==> src/rtl/uart_bus_master.sv <==
// UART command bridge: decodes 'W'/'R' byte commands into single 32-bit bus
// transfers and returns an acknowledge or the read data over the UART.
module uart_bus_master #(
  parameter int unsigned TIMEOUT_CYCLES = 1000000
) (
  input  logic        clk,
  input  logic        rst_n,
  input  logic        rx_valid_i,
  input  logic [7:0]  rx_byte_i,
  input  logic        tx_busy_i,
  output logic        tx_start_o,
  output logic [7:0]  tx_byte_o,
  output logic        valid_o,
  input  logic        ready_i,
  output logic [31:0] addr_o,
  output logic [31:0] wdata_o,
  output logic [3:0]  we_o,
  input  logic [31:0] rdata_i,
  output logic        busy_o
);

  // state | meaning
  // IDLE  | waiting for a command byte
  // ADDR  | collecting 4 address bytes, LSB first
  // DATA  | collecting 4 write-data bytes, LSB first
  // BUS   | bus request outstanding until ready_i
  // RESP  | sending 'K' or the 4 read-data bytes
  // ERR   | sending '?' for an unknown command
  typedef enum logic [2:0] {IDLE, ADDR, DATA, BUS, RESP, ERR} state_e;

  localparam logic [7:0] CMD_WR   = 8'h57;
  localparam logic [7:0] CMD_RD   = 8'h52;
  localparam logic [7:0] RSP_ACK  = 8'h4B;
  localparam logic [7:0] RSP_ERR  = 8'h3F;

  state_e      state_q, state_d;
  logic [1:0]  cnt_q, cnt_d;
  logic        is_wr_q, is_wr_d;
  logic [31:0] addr_q, addr_d;
  logic [31:0] wdata_q, wdata_d;
  logic [31:0] rdata_q, rdata_d;
  logic [3:0]  we_q, we_d;
  logic        valid_q, valid_d;
  logic        tx_start_q, tx_start_d;
  logic [7:0]  tx_byte_q, tx_byte_d;
  logic [1:0]  guard_q, guard_d;
  logic [31:0] tmo_q, tmo_d;
  logic        tx_ok;

  // guard_q covers the pulse cycle plus two cycles of UART busy-rise latency
  assign tx_ok = (guard_q == 2'd0) && !tx_busy_i;

  always_comb begin
    state_d    = state_q;
    cnt_d      = cnt_q;
    is_wr_d    = is_wr_q;
    addr_d     = addr_q;
    wdata_d    = wdata_q;
    rdata_d    = rdata_q;
    we_d       = we_q;
    valid_d    = valid_q;
    tx_start_d = 1'b0;
    tx_byte_d  = tx_byte_q;
    guard_d    = (guard_q != 2'd0) ? guard_q - 2'd1 : 2'd0;
    tmo_d      = 32'd0;

    case (state_q)
      IDLE: begin
        cnt_d = 2'd0;
        if (rx_valid_i) begin
          if (rx_byte_i == CMD_WR) begin
            is_wr_d = 1'b1;
            state_d = ADDR;
          end else if (rx_byte_i == CMD_RD) begin
            is_wr_d = 1'b0;
            state_d = ADDR;
          end else begin
            state_d = ERR;
          end
        end
      end
      ADDR: begin
        if (rx_valid_i) begin
          addr_d[{cnt_q, 3'b000} +: 8] = rx_byte_i;
          cnt_d = cnt_q + 2'd1;
          if (cnt_q == 2'd3) begin
            if (is_wr_q) begin
              state_d = DATA;
            end else begin
              state_d = BUS;
              valid_d = 1'b1;
              we_d    = 4'h0;
            end
          end
        end else if (tmo_q == TIMEOUT_CYCLES) begin
          state_d = IDLE;
          cnt_d   = 2'd0;
        end else begin
          tmo_d = tmo_q + 32'd1;
        end
      end
      DATA: begin
        if (rx_valid_i) begin
          wdata_d[{cnt_q, 3'b000} +: 8] = rx_byte_i;
          cnt_d = cnt_q + 2'd1;
          if (cnt_q == 2'd3) begin
            state_d = BUS;
            valid_d = 1'b1;
            we_d    = 4'hF;
          end
        end else if (tmo_q == TIMEOUT_CYCLES) begin
          state_d = IDLE;
          cnt_d   = 2'd0;
        end else begin
          tmo_d = tmo_q + 32'd1;
        end
      end
      BUS: begin
        // no timeout here: a silent slave holds the bridge until reset
        if (ready_i) begin
          valid_d = 1'b0;
          we_d    = 4'h0;
          if (!is_wr_q) rdata_d = rdata_i;
          state_d = RESP;
          cnt_d   = 2'd0;
        end
      end
      RESP: begin
        if (tx_ok) begin
          tx_start_d = 1'b1;
          guard_d    = 2'd3;
          tx_byte_d  = is_wr_q ? RSP_ACK : rdata_q[{cnt_q, 3'b000} +: 8];
          cnt_d      = cnt_q + 2'd1;
          if (is_wr_q || cnt_q == 2'd3) begin
            state_d = IDLE;
            cnt_d   = 2'd0;
          end
        end
      end
      ERR: begin
        if (tx_ok) begin
          tx_start_d = 1'b1;
          guard_d    = 2'd3;
          tx_byte_d  = RSP_ERR;
          state_d    = IDLE;
        end
      end
      default: state_d = IDLE;
    endcase
  end

  always_ff @(posedge clk or negedge rst_n) begin
    if (!rst_n) begin
      state_q    <= IDLE;
      cnt_q      <= 2'd0;
      is_wr_q    <= 1'b0;
      addr_q     <= 32'd0;
      wdata_q    <= 32'd0;
      rdata_q    <= 32'd0;
      we_q       <= 4'h0;
      valid_q    <= 1'b0;
      tx_start_q <= 1'b0;
      tx_byte_q  <= 8'd0;
      guard_q    <= 2'd0;
      tmo_q      <= 32'd0;
    end else begin
      state_q    <= state_d;
      cnt_q      <= cnt_d;
      is_wr_q    <= is_wr_d;
      addr_q     <= addr_d;
      wdata_q    <= wdata_d;
      rdata_q    <= rdata_d;
      we_q       <= we_d;
      valid_q    <= valid_d;
      tx_start_q <= tx_start_d;
      tx_byte_q  <= tx_byte_d;
      guard_q    <= guard_d;
      tmo_q      <= tmo_d;
    end
  end

  assign tx_start_o = tx_start_q;
  assign tx_byte_o  = tx_byte_q;
  assign valid_o    = valid_q;
  assign addr_o     = addr_q;
  assign wdata_o    = wdata_q;
  assign we_o       = we_q;
  assign busy_o     = (state_q != IDLE);

endmodule

==> config.mk <==
export PLATFORM = sky130hd
export DESIGN_NAME = uart_bus_master
export DESIGN_NICKNAME = d
export VERILOG_FILES = /design/src/rtl/uart_bus_master.sv
export SDC_FILE = /design/constraint.sdc
export NUM_CORES = 1
export LEC_CHECK = 0
export ABC_AREA = 1
export ABC_CLOCK_PERIOD_IN_PS = 5800
export BUFFER_PORTS_ARGS = -buffer_cell sky130_fd_sc_hd__buf_4
export CORE_ASPECT_RATIO = 2
export CORE_MARGIN = 8
export CORE_UTILIZATION = 60
export DETAILED_ROUTE_END_ITERATION = 10
export PLACE_DENSITY = 0.84
export SYNTH_ARGS = -nofsm -noshare
export SYNTH_HDL_FRONTEND = slang
export SYNTH_SLANG_ARGS = --single-unit
==> constraint.sdc <==
create_clock -name clk -period 5.8 [get_ports clk]
set_clock_uncertainty 0.2 [all_clocks]
set_input_delay 1.74 -clock clk [delete_from_list [all_inputs] [get_ports clk]]
set_output_delay 1.74 -clock clk [all_outputs]
set_load 0.01 [all_outputs]
==> After elaboration in Yosys (flattened, before gate mapping) <==
Cells that the tools add are included.
{ "op_classes": {"shifts": 3, "eq_ne": 22, "add_sub_neg": 4, "n_bitwise": 1, "muxes": 50, "n_reduce_logical": 21} }
{ "ops": {"columns": ["cell", "count"], "rows": [
  ["two-way mux 32 bit", 3],
  ["bitwise mux 32 bit", 2],
  ["two-way mux 3 bit", 12],
  ["adder 32 x 1 -> 32 bit, second input constant", 1],
  ["equality test 32 x 20 -> 1 bit, second input constant", 1],
  ["variable shift 8 x 7 -> 32 bit, first input constant", 1],
  ["variable part select 32 x 6 -> 8 bit", 1],
  ["variable part select 8 x 7 -> 32 bit", 1],
  ["two-way mux 4 bit", 6],
  ["two-way mux 8 bit", 3],
  ["!= test 2 bit, second input constant", 10],
  ["one-hot mux 3 bit (6 select lines)", 1],
  ["equality test 8 x 7 -> 1 bit, second input constant", 2],
  ["two-way mux 2 bit", 8],
  ["one-hot mux 8 bit (2 select lines)", 1],
  ["AND reduction 7 bit", 2],
  ["one-hot mux 4 bit (3 select lines)", 1],
  ["two-way mux 1 bit", 11],
  ["AND reduction 3 bit", 3],
  ["one-hot mux 2 bit (4 select lines)", 1],
  ["negation 5 -> 7 bit", 1],
  ["equality test 3 x 2 -> 1 bit, second input constant", 2],
  ["equality test 3 bit, second input constant", 2],
  ["!= test 3 bit, second input constant", 2],
  ["other kinds (18)", 23]
]} }
{ "totals": {"in_bits": 45, "wordCells": 113, "regBits": 150, "output_inout_bits": 79} }

==> Depth between registers and ports, before layout <==
Gate-level depths: netlist (run 1).
{ "depth": {"depth_word": 5, "ltp_mapped": 11, "ltp_nobuf": 11} }

==> Least setup slack after synthesis (run 1) <==
Ideal clock, no wire load.
{ "synth_path": {"path_type": "in2reg", "start": "in rx_valid_i", "end": "reg wdata_q[24], in the netlist wdata_o[24]", "path_stages": 6, "required_time_ns": 5.477, "setup_time_ns": 0.123, "path_buffers": 3, "arrival_time_ns": 2.478, "slack_ns": 2.999, "cell_sequence": "buf_2 > nand2_2 > buf_6 > buf_4 > o21ai_0 > nand2_1"} }
{ "synth_between": {"elab_chain_cells": 1} }
{ "synth_lines": {"columns": ["item", "line_no", "text"], "rows": [
  ["start: declaration", "8", "input logic rx_valid_i,"],
  ["AND reduction 2 bit (no line)", null, null],
  ["end signal: assignment", "171", "wdata_q <= wdata_d;"],
  ["end: declaration", "40", "logic [31:0] wdata_q, wdata_d;"]
]} }
Every way passes these cells.
A chain may end at the register's enable or synchronous reset.

==> Worst setup path in the final report (run 1) <==
{ "layout_path": {"start": "reg cnt_q[0]", "end": "reg addr_q[5], in the netlist addr_o[5]"} }
{ "layout_between": {"elab_chain_cells": 3, "word_cells_on_any_way": 4, "cone_classes": "add/sub (1); shift (2); mux (1)"} }
{ "layout_lines": {"columns": ["item", "line_no", "text"], "rows": [
  ["start: declaration", "37", "logic [1:0] cnt_q, cnt_d;"],
  ["start signal: assignment", "168", "cnt_q <= cnt_d;"],
  ["negation 5 -> 7 bit *", "84", "addr_d[{cnt_q, 3'b000} +: 8] = rx_byte_i;"],
  ["variable part select 8 x 7 -> 32 bit or variable shift 8 x 7 -> 32 bit (tied branches)", "84", null],
  ["bitwise mux 32 bit *", "84", null],
  ["end signal: assignment", "170", "addr_q <= addr_d;"],
  ["end: declaration", "39", "logic [31:0] addr_q, addr_d;"]
]} }
Every way passes the cells marked *; elsewhere a longest branch is shown, timed or not.

==> metrics.csv, run 1 <==
stage,metric,value,unit
clock_tree,root buf cell,clkbuf_16,
yosys,mean area per synthesized cell,7.62,sq um
final_layout,number of nets in the layout,1184,
pwr,power per standard cell area,380,nW/um^2
sta,upper clock frequency limit,281,MHz
floorplan,Die Footprint,17100,sq um
worst_setup_path,R2R setup slack,2.24,ns
pwr,Total Power,0.00353,W
worst_setup_path,FF-to-FF path depth,7,
route,DR DRC count,0,
floorplan,FP Rows,59,
placement,placed insts,1264,
route,DRC marker count from the first detailed-route iteration,669,
clock_tree,clock transition at the registers of the reported paths,0.06,ns
sta,remaining max-slew budget at the tightest pin,20.3,%
worst_hold_path,classification of the worst-slack hold path,flop to flop,
grt,pin count of the biggest net entering global routing,65,
yosys,post-synthesis cell area,7770,sq um
clock_tree,clock latency of the later-clocked register in the worst-skew pair,0.42,ns
clock_tree,CTS HTree Levels,4,
clock_tree,# hold bufs at CTS,0,
floorplan,ports placed on the boundary,124,
clock_tree,sinks on the clock net,147,
worst_hold_path,hold path depth,1,
floorplan,initial cell density of the core,60.5,%
grt,overall global routing resource usage,24.9,%
clock_tree,clock buffers created by TritonCTS,17,
clock_tree,TritonCTS clock tree,done,
worst_setup_path,critical path start-end classification,flop to flop,
sta,setup repair after global routing missed its margin,false,
yosys,cell count after synthesis,1020,
route,router iterations before antenna repair,7,
grt,vias in the first global route,6834,
placement,number of input and output port buffers inserted,123,
route,number of nets still failing antenna checks after routing,0,
sta,count of final hold-check violations,0,
worst_setup_path,kind of end point of the critical path,flop,
yosys,register area share after synthesis,47.3,%
final_layout,final-layout fill cell count,1028,
sta,setup total negative slack,0,ns
worst_setup_path,worst reg2reg path endpoint,addr_o[5]$_DFFE_PN0P_,
worst_hold_path,start point of the worst min-delay path,guard_q[0]$_DFF_PN0_,
floorplan,Core Area,12800,sq um
final_layout,layout cell share with drive strength beyond 1,20.6,%
grt,wire length of the first global-routing pass,33.8,mm
clock_tree,largest buffer count on any clock path,2,
sta,crit path time final,3.56,ns
worst_setup_path,critical path startpoint category,flop,
sta,number of failing setup endpoints in the final timing report,0,
clock_tree,Post-CTS Setup Inserts,0,
route,post-detailed-routing wire length,20.7,mm
floorplan,Die Span Y,177,um
placement,placed wire-length estimate after detailed placement,15.3,mm
yosys,library cells used by synthesis,34,
yosys,count of warnings emitted by yosys,0,
sta,final period utilization,61.4,%
route,routed via count divided by cell count,5.49,
sta,Tightest Pin Transition,1.19,ns
worst_setup_path,worst reg2reg path startpoint,cnt_q[0]$_DFFE_PN0P_,
final_layout,P&R area growth vs syn,19.6,%
final_layout,"number of standard cells in the layout, taps in and fillers out",1297,
worst_setup_path,required time at the endpoint of the critical path,5.90,ns
clock_tree,number of cells upsized or downsized after cts,0,
route,average detailed-routed wire length per instance,16.0,um
floorplan,width of the die,96.5,um
sta,final hold slack,0.256,ns
yosys,number of flip-flops and latches in the synthesized netlist,147,
grt,antenna violations before repair,1,
sta,fin. max-slew vios,0,
worst_hold_path,endpoint of the worst hold path,guard_q[0]$_DFF_PN0_,
run_status,status,finished clean,
pwr,Worst VDD drop,0.326,mV
flow_run,reported max-cap violation count,0,
worst_setup_path,largest fanout on the critical path,27,
route,via count,7125,
pwr,Static Leakage,4.80,nW
grt,residual overflow from global routing,0,
worst_setup_path,arrival time reported for the critical path endpoint,3.66,ns
placement,routability cong.,0.949,
yosys,net count after synthesis,1073,
## flip-flops by register name (all words and copies together) (netlist names)
name        flops
addr_o         32
tx_start_o      1
rdata_q        32
valid_o         1
state_q         3
tmo_q          32
tx_byte_o       8
guard_q         2
wdata_o        32
cnt_q           2
we_o            1
is_wr_q         1
## worst max path at each step
stage / from / end / slack (ns) / cells after the start
after global placement: rx_valid_i / addr_o[18]$_DFFE_PN0P_ / 2.18 / 6
after global routing: cnt_q[0]$_DFFE_PN0P_ / addr_o[5]$_DFFE_PN0P_ / 1.98 / 7
final: cnt_q[0]$_DFFE_PN0P_ / addr_o[5]$_DFFE_PN0P_ / 2.24 / 7
after CTS: cnt_q[0]$_DFFE_PN0P_ / addr_o[5]$_DFFE_PN0P_ / 2.32 / 7
after detailed placement: rx_valid_i / addr_o[23]$_DFFE_PN0P_ / 2.09 / 6
after floorplan: rx_valid_i / wdata_o[24]$_DFFE_PN0P_ / 3.00 / 6
## layout make-up
type / count / area, sq um / area share (%)
repair buffers: 126 / 950 / 10.2
clock buffers: 18 / 439 / 4.73
multi-input cells: 730 / 3460 / 37.2
well taps: 152 / 190 / 2.05
diodes: 1 / 2.50 / 0.0269
inverters: 109 / 409 / 4.40
flip-flops and latches: 147 / 3680 / 39.6
clock inverters: 14 / 166 / 1.79
## Yosys cell counts
library cell | instances | area (sq um)
nor3_2 | 6 | 60.1
o21ai_0 | 57 | 285
inv_1 | 99 | 372
nor3_1 | 11 | 55.1
o21ai_2 | 25 | 219
buf_4 | 6 | 45.0
a21oi_1 | 13 | 65.1
inv_2 | 8 | 30.0
nand3_4 | 1 | 17.5
nor2_2 | 9 | 56.3
o21ai_1 | 29 | 145
nand3_1 | 49 | 245
buf_6 | 9 | 101
nand3_2 | 3 | 30.0
clkbuf_1 | 10 | 37.5
xor2_1 | 8 | 70.1
nand2_1 | 319 | 1200
ha_1 | 8 | 100
xnor2_1 | 1 | 8.76
o31ai_1 | 3 | 22.5
a21oi_2 | 7 | 61.3
nor2_4 | 8 | 90.1
nor2_1 | 154 | 578
a41oi_1 | 3 | 26.3
buf_2 | 8 | 40.0
a32o_1 | 1 | 10.0
dfrtp_1 | 147 | 3680
clkinv_1 | 2 | 7.51
nor3b_1 | 1 | 7.51
nor3_4 | 1 | 16.3
nand2_2 | 9 | 56.3
nand2_4 | 1 | 11.3
buf_1 | 1 | 3.75
o211ai_1 | 3 | 22.5
## power breakdown
part,switching [W],internal (W)
clock network,0.000466,0.000658
registers,0.000146,0.00122
logic,0.000675,0.000366
total,0.00129,0.00225
## cell families (layout without fill, tap and decap cells)
family	count (synthesis)	after routing	share of synthesized area [%]
compound gates	141	141	11.0
xor+xnor	9	9	1.01
fa+ha+maj	8	8	1.29
buf+inv	143	267	8.19
flops	147	147	47.3
other cells	0	1	0
simple gates	572	572	31.1
## metrics by stage
step	cell area (sq um)	setup WS, ns	util (%)
3_5_place_dp	8680	2.09	67.6
5_1_grt	9290	1.98	72.3
3_3_place_gp	8680	2.18	67.6
6_report	9290	2.24	72.3
4_1_cts	9290	2.32	72.3
2_1_floorplan	7770	3.00	-
## cell usage in the layout, fill, tap and decap left out, drive strengths merged
cell type | netlist | final
diode | 0 | 1
dfrtp | 147 | 147
nor3 | 18 | 18
o211ai | 3 | 3
buf | 24 | 126
xor2 | 8 | 8
o21ai | 111 | 111
clkinv | 2 | 7
a41oi | 3 | 3
ha | 8 | 8
o31ai | 3 | 3
clkinvlp | 0 | 1
nand2 | 329 | 329
bufinv | 0 | 2
a21oi | 20 | 20
inv | 107 | 113
a32o | 1 | 1
nand3 | 53 | 53
nor2 | 171 | 171
nor3b | 1 | 1
clkbuf | 10 | 18
xnor2 | 1 | 1
## routing by layer
layer | GRT usage [%] | vias up | part of all wire (%)
li1 | - | 3423 | -
met1 | 33.9 | 3375 | 43
met2 | 37.4 | 287 | 47
met3 | 4.72 | 40 | 6.8
met4 | 11.0 | 0 | 3.1
met5 | 0 | - | 0
## worst max-delay path, cell delays in order (launching register included)
cell	delay, ns
dfrtp_1	0.92
inv_1	0.64
ha_1	0.70
clkinv_1	0.35
nand3_1	0.32
nor2_1	0.13
nand2_1	0.10
nand2_1	0.06
Note: power is estimated with default switching activity, not from simulation.
==> run 2, diff against run 1 <==
- ABC_CLOCK_PERIOD_IN_PS: 5800 -> 3090
- CORE_UTILIZATION: 60 -> 52
- PLACE_DENSITY: 0.84 -> 0.77
- clock period: 5.8 -> 3.09 ns (I/O delays scaled with it)
==> run 2 against run 1 <==
Utilization down 8.5 points. Register-to-register slack worse by 1.6 ns. Cell area up 1.3%. Power grew 86%. Clock power up 81%. Die area up 13%.
==> metrics.csv, run 2 (synthesized netlist as in run 1, its figures left out) <==
stage,metric,value,unit,change
floorplan,Core Area,14700,sq um,+15%
sta,slack of the critical path,0.447,ns,-1.79 ns
worst_setup_path,arrival time reported for the critical path endpoint,1.52,ns,-2.14 ns
placement,placed insts,1315,,+4.0%
route,routed via count divided by cell count,5.23,,-4.7%
worst_setup_path,kind of end point of the critical path,output pin,,
worst_setup_path,maximum single-stage delay on the critical path,0.46,ns,-0.46 ns
final_layout,final-layout fill cell count,1310,,+27%
floorplan,width of the die,102,um,+6.2%
final_layout,"commonest non-fill, non-tap cell in the layout",nand2_1,,
worst_hold_path,classification of the worst-slack hold path,input pin to async pin,,
floorplan,ports placed on the boundary,124,,unchanged
final_layout,layout cell share with drive strength beyond 1,21.2,%,+0.55 points
sta,fin. max-slew vios,0,,unchanged
grt,residual overflow from global routing,0,,unchanged
sta,count of final hold-check violations,0,,unchanged
grt,wire length of the first global-routing pass,36.5,mm,+8.1%
placement,routability cong.,1.00,,+5.5%
placement,placed wire-length estimate after detailed placement,17.4,mm,+13%
grt,overall global routing resource usage,24.5,%,-0.37 points
route,via count,7049,,-1.1%
route,DR DRC count,0,,unchanged
final_layout,antenna cells,0,,-1
route,average detailed-routed wire length per instance,16.8,um,+5.5%
grt,pin count of the biggest net entering global routing,48,,-26%
route,DRC marker count from the first detailed-route iteration,484,,-28%
clock_tree,clock buffers created by TritonCTS,17,,unchanged
sta,final period utilization,85.5,%,
floorplan,initial cell density of the core,52.7,%,-7.8 points
clock_tree,TritonCTS clock tree,done,,
run_status,status,finished clean,,
route,router iterations before antenna repair,6,,-1
floorplan,Die Span Y,189,um,+6.7%
route,number of nets still failing antenna checks after routing,0,,unchanged
clock_tree,largest buffer count on any clock path,2,,unchanged
floorplan,FP Rows,63,,+6.8%
flow_run,reported max-cap violation count,0,,unchanged
sta,remaining max-slew budget at the tightest pin,47.8,%,+28 points
grt,antenna violations before repair,0,,-1
clock_tree,CTS HTree Levels,4,,unchanged
placement,worst slack after detailed placement,0.534,ns,-1.55 ns
pwr,Worst VDD drop,0.455,mV,+40%
final_layout,"commonest cells after routing, fill and taps aside","319 x nand2_1, 154 x nor2_1, 147 x dfrtp_1",,
clock_tree,# hold bufs at CTS,0,,unchanged
clock_tree,Post-CTS Setup Inserts,0,,unchanged
route,post-detailed-routing wire length,22.7,mm,+9.5%
sta,setup repair after global routing missed its margin,false,,
worst_setup_path,list of cells traversed by the critical path,nor2_1 > nand2_1 > buf_4,,
clock_tree,number of cells upsized or downsized after cts,0,,unchanged
sta,crit path time final,2.64,ns,
final_layout,number of nets in the layout,1192,,+0.68%
final_layout,"number of standard cells in the layout, taps in and fillers out",1347,,+3.9%
sta,final hold slack,0.207,ns,-0.0485 ns
sta,upper clock frequency limit,378,MHz,
pwr,Static Leakage,4.84,nW,+0.82%
sta,Tightest Pin Transition,0.780,ns,-0.413 ns
worst_setup_path,largest fanout on the critical path,6,,-78%
clock_tree,clock latency of the later-clocked register in the worst-skew pair,0.42,ns,about the same
clock_tree,sinks on the clock net,147,,unchanged
final_layout,P&R area growth vs syn,21.1,%,
clock_tree,root buf cell,clkbuf_16,,
grt,vias in the first global route,7263,,+6.3%
placement,number of input and output port buffers inserted,123,,unchanged
clock_tree,clock transition at the registers of the reported paths,0.07,ns,about the same
pwr,Total Power,0.00656,W,+86%
worst_setup_path,critical path start-end classification,flop to output pin,,
worst_setup_path,critical path startpoint category,flop,,
sta,setup total negative slack,0,ns,unchanged
floorplan,Die Footprint,19400,sq um,+13%
worst_setup_path,Slowest cell on crit path,dfrtp_1,,
sta,number of failing setup endpoints in the final timing report,0,,unchanged
pwr,power per standard cell area,697,nW/um^2,+83%
worst_setup_path,required time at the endpoint of the critical path,1.96,ns,-3.94 ns
## run 2: final timing paths
check | slack, ns | from | depth (start not counted) | endpoint
worst max register to register | 0.63 | cnt_q[1]$_DFFE_PN0P_ | 7 | wdata_o[6]$_DFFE_PN0P_
max in group asynchronous | 1.78 | rst_n | 2 | wdata_o[25]$_DFFE_PN0P_
worst min register to register | 0.28 | guard_q[0]$_DFF_PN0_ | 1 | guard_q[0]$_DFF_PN0_
worst min-delay path | 0.21 | rst_n | 1 | tmo_q[12]$_DFF_PN0_
min in group clk | 0.28 | guard_q[0]$_DFF_PN0_ | 1 | guard_q[0]$_DFF_PN0_
worst max-delay path | 0.45 | state_q[0]$_DFFE_PN0P_ | 3 | busy_o
## run 2: cell type report
cell class              instances  area (sq um)  area share [%]
clock buffers                  17           425            4.52
clock inverters                15           163            1.73
inverters                     109           409            4.35
multi-input cells             730          3460            36.7
flip-flops and latches        147          3680            39.1
well taps                     195           244            2.59
repair buffers                134          1030            11.0
## run 2: power breakdown
part	switching [W]	internal [W]
combinational	0.00128	0.000709
sequential	0.000252	0.00229
clock	0.000943	0.00108
## run 2: critical path: cells and delay by family (launching register included)
kind                   cells  cell delay [ns]
buffers and inverters      1             0.20
AND/OR/NAND/NOR            2             0.44
flip-flops                 1             0.46
## run 2: per-layer routing
layer | wire [um] | track usage, %
met1 | 7950 | 24.6
met2 | 12500 | 44.3
met3 | 772 | 3.79
met5 | 0 | 0
met4 | 1430 | 16.7
## run 2: stage by stage
stage / area, sq um / utilization, %
after global placement: 8820 / 59.9
final: 9410 / 63.8
after global routing: 9410 / 63.8
after CTS: 9410 / 63.8
after floorplan: 7770 / -
after detailed placement: 8820 / 59.9
==> run 3, diff against run 2 <==
--- a/config.mk
+++ b/config.mk
@@ -12,5 +12,5 @@
 export CORE_MARGIN = 8
-export CORE_UTILIZATION = 52
+export CORE_UTILIZATION = 40
 export DETAILED_ROUTE_END_ITERATION = 10
-export PLACE_DENSITY = 0.77
+export PLACE_DENSITY = 0.6
 export SYNTH_ARGS = -nofsm -noshare
==> constraint.sdc (replaced) <==
create_clock -name clk -period 3.09 [get_ports clk]
set_clock_uncertainty 0.2 [all_clocks]
set_input_delay 0.309 -clock clk [delete_from_list [all_inputs] [get_ports clk]]
set_output_delay 0.309 -clock clk [all_outputs]
set_load 0.01 [all_outputs]
==> run 3 against run 2 <==
Power is 3.4% higher. Global-route usage shrank 4.3 points. Cell area grew 4.8%. First-iteration DRC count is 40% lower. Worst setup slack better by 0.18 ns. Routed wire length rose by 3.2%. Largest power group unchanged. Count of clock-buffer cells in the layout unchanged. Critical endpoint is now wdata_o[4]$_DFFE_PN0P_.
==> metrics.csv, run 3 (synthesized netlist as in run 1, its figures left out) <==
stage,metric,value,unit,change
run_status,status,finished clean,,
pwr,Clk network pwr share,32.6,%,+1.7 points
grt,vias in the first global route,7343,,+1.1%
floorplan,Die Footprint,24400,sq um,+26%
floorplan,width of the die,115,um,+12%
sta,number of failing setup endpoints in the final timing report,0,,unchanged
route,post-detailed-routing wire length,23.4,mm,+3.2%
sta,crit path time final,2.46,ns,-0.183 ns
floorplan,Die Span Y,213,um,+13%
clock_tree,clock latency of the later-clocked register in the worst-skew pair,0.43,ns,about the same
final_layout,"commonest cells after routing, fill and taps aside","319 x nand2_1, 154 x nor2_1, 147 x dfrtp_1",,
worst_setup_path,Slowest cell on crit path,ha_1,,
pwr,sequential power share,37.3,%,-1.5 points
final_layout,number of nets in the layout,1223,,+2.6%
floorplan,ports placed on the boundary,124,,unchanged
final_layout,layout cell share with drive strength beyond 1,20.4,%,-0.81 points
grt,overall global routing resource usage,20.2,%,-4.3 points
worst_setup_path,arrival time reported for the critical path endpoint,2.57,ns,+1.05 ns
worst_setup_path,Critical path buffers and inverters,2,,+1
route,average detailed-routed wire length per instance,16.2,um,-3.6%
route,number of nets still failing antenna checks after routing,0,,unchanged
clock_tree,sinks on the clock net,147,,unchanged
worst_setup_path,CP Capture Point,wdata_o[4]$_DFFE_PN0P_,,
worst_setup_path,critical path start-end classification,flop to flop,,
placement,routability cong.,0.960,,-4.1%
worst_setup_path,maximum single-stage delay on the critical path,0.59,ns,+0.13 ns
pwr,Worst VDD drop,0.373,mV,-18%
placement,placed wire-length estimate after detailed placement,17.7,mm,+2.0%
pwr,power spent charging and discharging nets,0.00239,W,-3.3%
pwr,switching share of power,35.3,%,-2.5 points
worst_setup_path,largest fanout on the critical path,11,,+5
clock_tree,TritonCTS clock tree,done,,
clock_tree,largest buffer count on any clock path,2,,unchanged
worst_setup_path,category of cells accounting for the largest share of critical-path delay,buffers and inverters,,
sta,Tightest Pin Transition,0.768,ns,-0.0118 ns
pwr,power per standard cell area,688,nW/um^2,-1.3%
clock_tree,root buf cell,clkbuf_16,,
clock_tree,Post-CTS Setup Inserts,0,,unchanged
sta,final period utilization,79.6,%,-5.9 points
floorplan,initial cell density of the core,40.5,%,-12 points
sta,count of final hold-check violations,0,,unchanged
route,DR DRC count,0,,unchanged
sta,fin. max-slew vios,0,,unchanged
worst_setup_path,critical path startpoint category,flop,,
floorplan,Core Area,19200,sq um,+30%
grt,pin count of the biggest net entering global routing,69,,+44%
worst_hold_path,classification of the worst-slack hold path,input pin to flop,,
route,routed via count divided by cell count,4.91,,-6.1%
worst_setup_path,worst reg2reg path startpoint,cnt_q[1]$_DFFE_PN0P_,,
route,via count,7087,,+0.54%
floorplan,FP Rows,72,,+14%
sta,setup repair after global routing missed its margin,false,,
worst_setup_path,worst reg2reg path endpoint,wdata_o[4]$_DFFE_PN0P_,,
pwr,internal power,0.00440,W,+7.6%
sta,remaining max-slew budget at the tightest pin,48.6,%,+0.79 points
final_layout,final-layout fill cell count,1907,,+46%
worst_setup_path,origin of the worst setup path,cnt_q[1]$_DFFE_PN0P_,,
worst_setup_path,required time at the endpoint of the critical path,3.20,ns,+1.24 ns
worst_setup_path,number of cells on the critical path,7,,+4
pwr,logic gate share of total power,30.1,%,-0.2 points
grt,residual overflow from global routing,0,,unchanged
sta,final hold slack,0.0255,ns,-0.182 ns
clock_tree,CTS HTree Levels,4,,unchanged
route,router iterations before antenna repair,5,,-1
placement,number of input and output port buffers inserted,123,,unchanged
flow_run,reported max-cap violation count,0,,unchanged
worst_setup_path,FF-to-FF path depth,7,,unchanged
pwr,Static Leakage,4.98,nW,+3.0%
sta,upper clock frequency limit,407,MHz,+7.5%
clock_tree,clock buffers created by TritonCTS,17,,unchanged
sta,setup total negative slack,0,ns,unchanged
clock_tree,clock transition at the registers of the reported paths,0.07,ns,about the same
worst_setup_path,kind of end point of the critical path,flop,,
worst_setup_path,R2R setup slack,0.63,ns,about the same
worst_setup_path,list of cells traversed by the critical path,clkinv_1 > ha_1 > clkinv_1 > nand3_1 > nor2_1 > nand2_1 > nand2_1,,
final_layout,antenna cells,0,,unchanged
grt,wire length of the first global-routing pass,37.7,mm,+3.4%
grt,antenna violations before repair,0,,unchanged
route,DRC marker count from the first detailed-route iteration,292,,-40%
final_layout,"commonest non-fill, non-tap cell in the layout",nand2_1,,
final_layout,P&R area growth vs syn,26.9,%,
-- run 3: cell count changes in the layout (fill, tap and decap cells not counted), sizes merged --
| cell | before | now |
|---|---|---|
| buf | 134 | 131 |
| dlygate4sd3 | 0 | 34 |
| bufinv | 0 | 4 |
| inv | 116 | 109 |
| clkinvlp | 1 | 4 |
-- run 3: metrics by stage --
stage               instance area, sq um  power (W)  worst slack, ns  cells  utilization, %
floorplan                           7770    0.00388             1.12   1020               -
global placement                    8890    0.00457            0.645   1376            46.3
detailed placement                  8890    0.00458            0.631   1376            46.3
CTS                                 9870    0.00686            0.622   1442            51.4
global route                        9870    0.00722            0.407   1442            51.4
finish                              9870    0.00679            0.630   1442            51.4
-- run 3: layout make-up --
type                    instances  area [sq um]  share of cell area [%]
inverters                     109           409                    4.15
clock buffers                  17           425                    4.31
clock inverters                15           208                    2.10
multi-input cells             730          3460                    35.0
flip-flops and latches        147          3680                    37.3
well taps                     259           324                    3.28
repair buffers                165          1370                    13.8
-- run 3: what timing repair did --
| action | CTS | global route |
|---|---|---|
| hold buffers | 34 | 0 |
| hold endpoints to repair | 98 | 0 |
| resized for setup | 0 | 0 |
-- run 3: worst min-delay path, cell delays in order --
cell and delay [ns]:
buf_4 0.10, nand3_4 0.09, nand2_2 0.07, o21ai_2 0.04
-- run 3: how the worst min path moves through the flow --
stage / from / to / slack (ns) / cells after the start
final: ready_i / rdata_q[9]$_DFFE_PN0P_ / 0.03 / 4
after global routing: ready_i / rdata_q[9]$_DFFE_PN0P_ / 0.02 / 4
after CTS: ready_i / rdata_q[9]$_DFFE_PN0P_ / 0.01 / 4
after detailed placement: rst_n / tmo_q[10]$_DFF_PN0_ / 0.16 / 1
after global placement: rst_n / tmo_q[10]$_DFF_PN0_ / 0.16 / 1
after floorplan: rst_n / addr_o[0]$_DFFE_PN0P_ / -0.19 / 0
-- run 3: power by group through the flow --
stage	clock [W]	sequential, W	combinational (W)
2_1_floorplan	0	0.00257	0.00131
3_3_place_gp	0	0.00256	0.00201
3_5_place_dp	0	0.00256	0.00202
4_1_cts	0.00226	0.00253	0.00207
5_1_grt	0.00235	0.00257	0.00231
6_report	0.00221	0.00253	0.00204
-- run 3: per-layer routing --
layer	track usage, %	vias up	wire [um]
li1	-	3488	-
met1	19.7	3364	8210
met2	38.1	171	13200
met3	3.68	64	808
met4	12.3	0	1140
met5	0	-	0
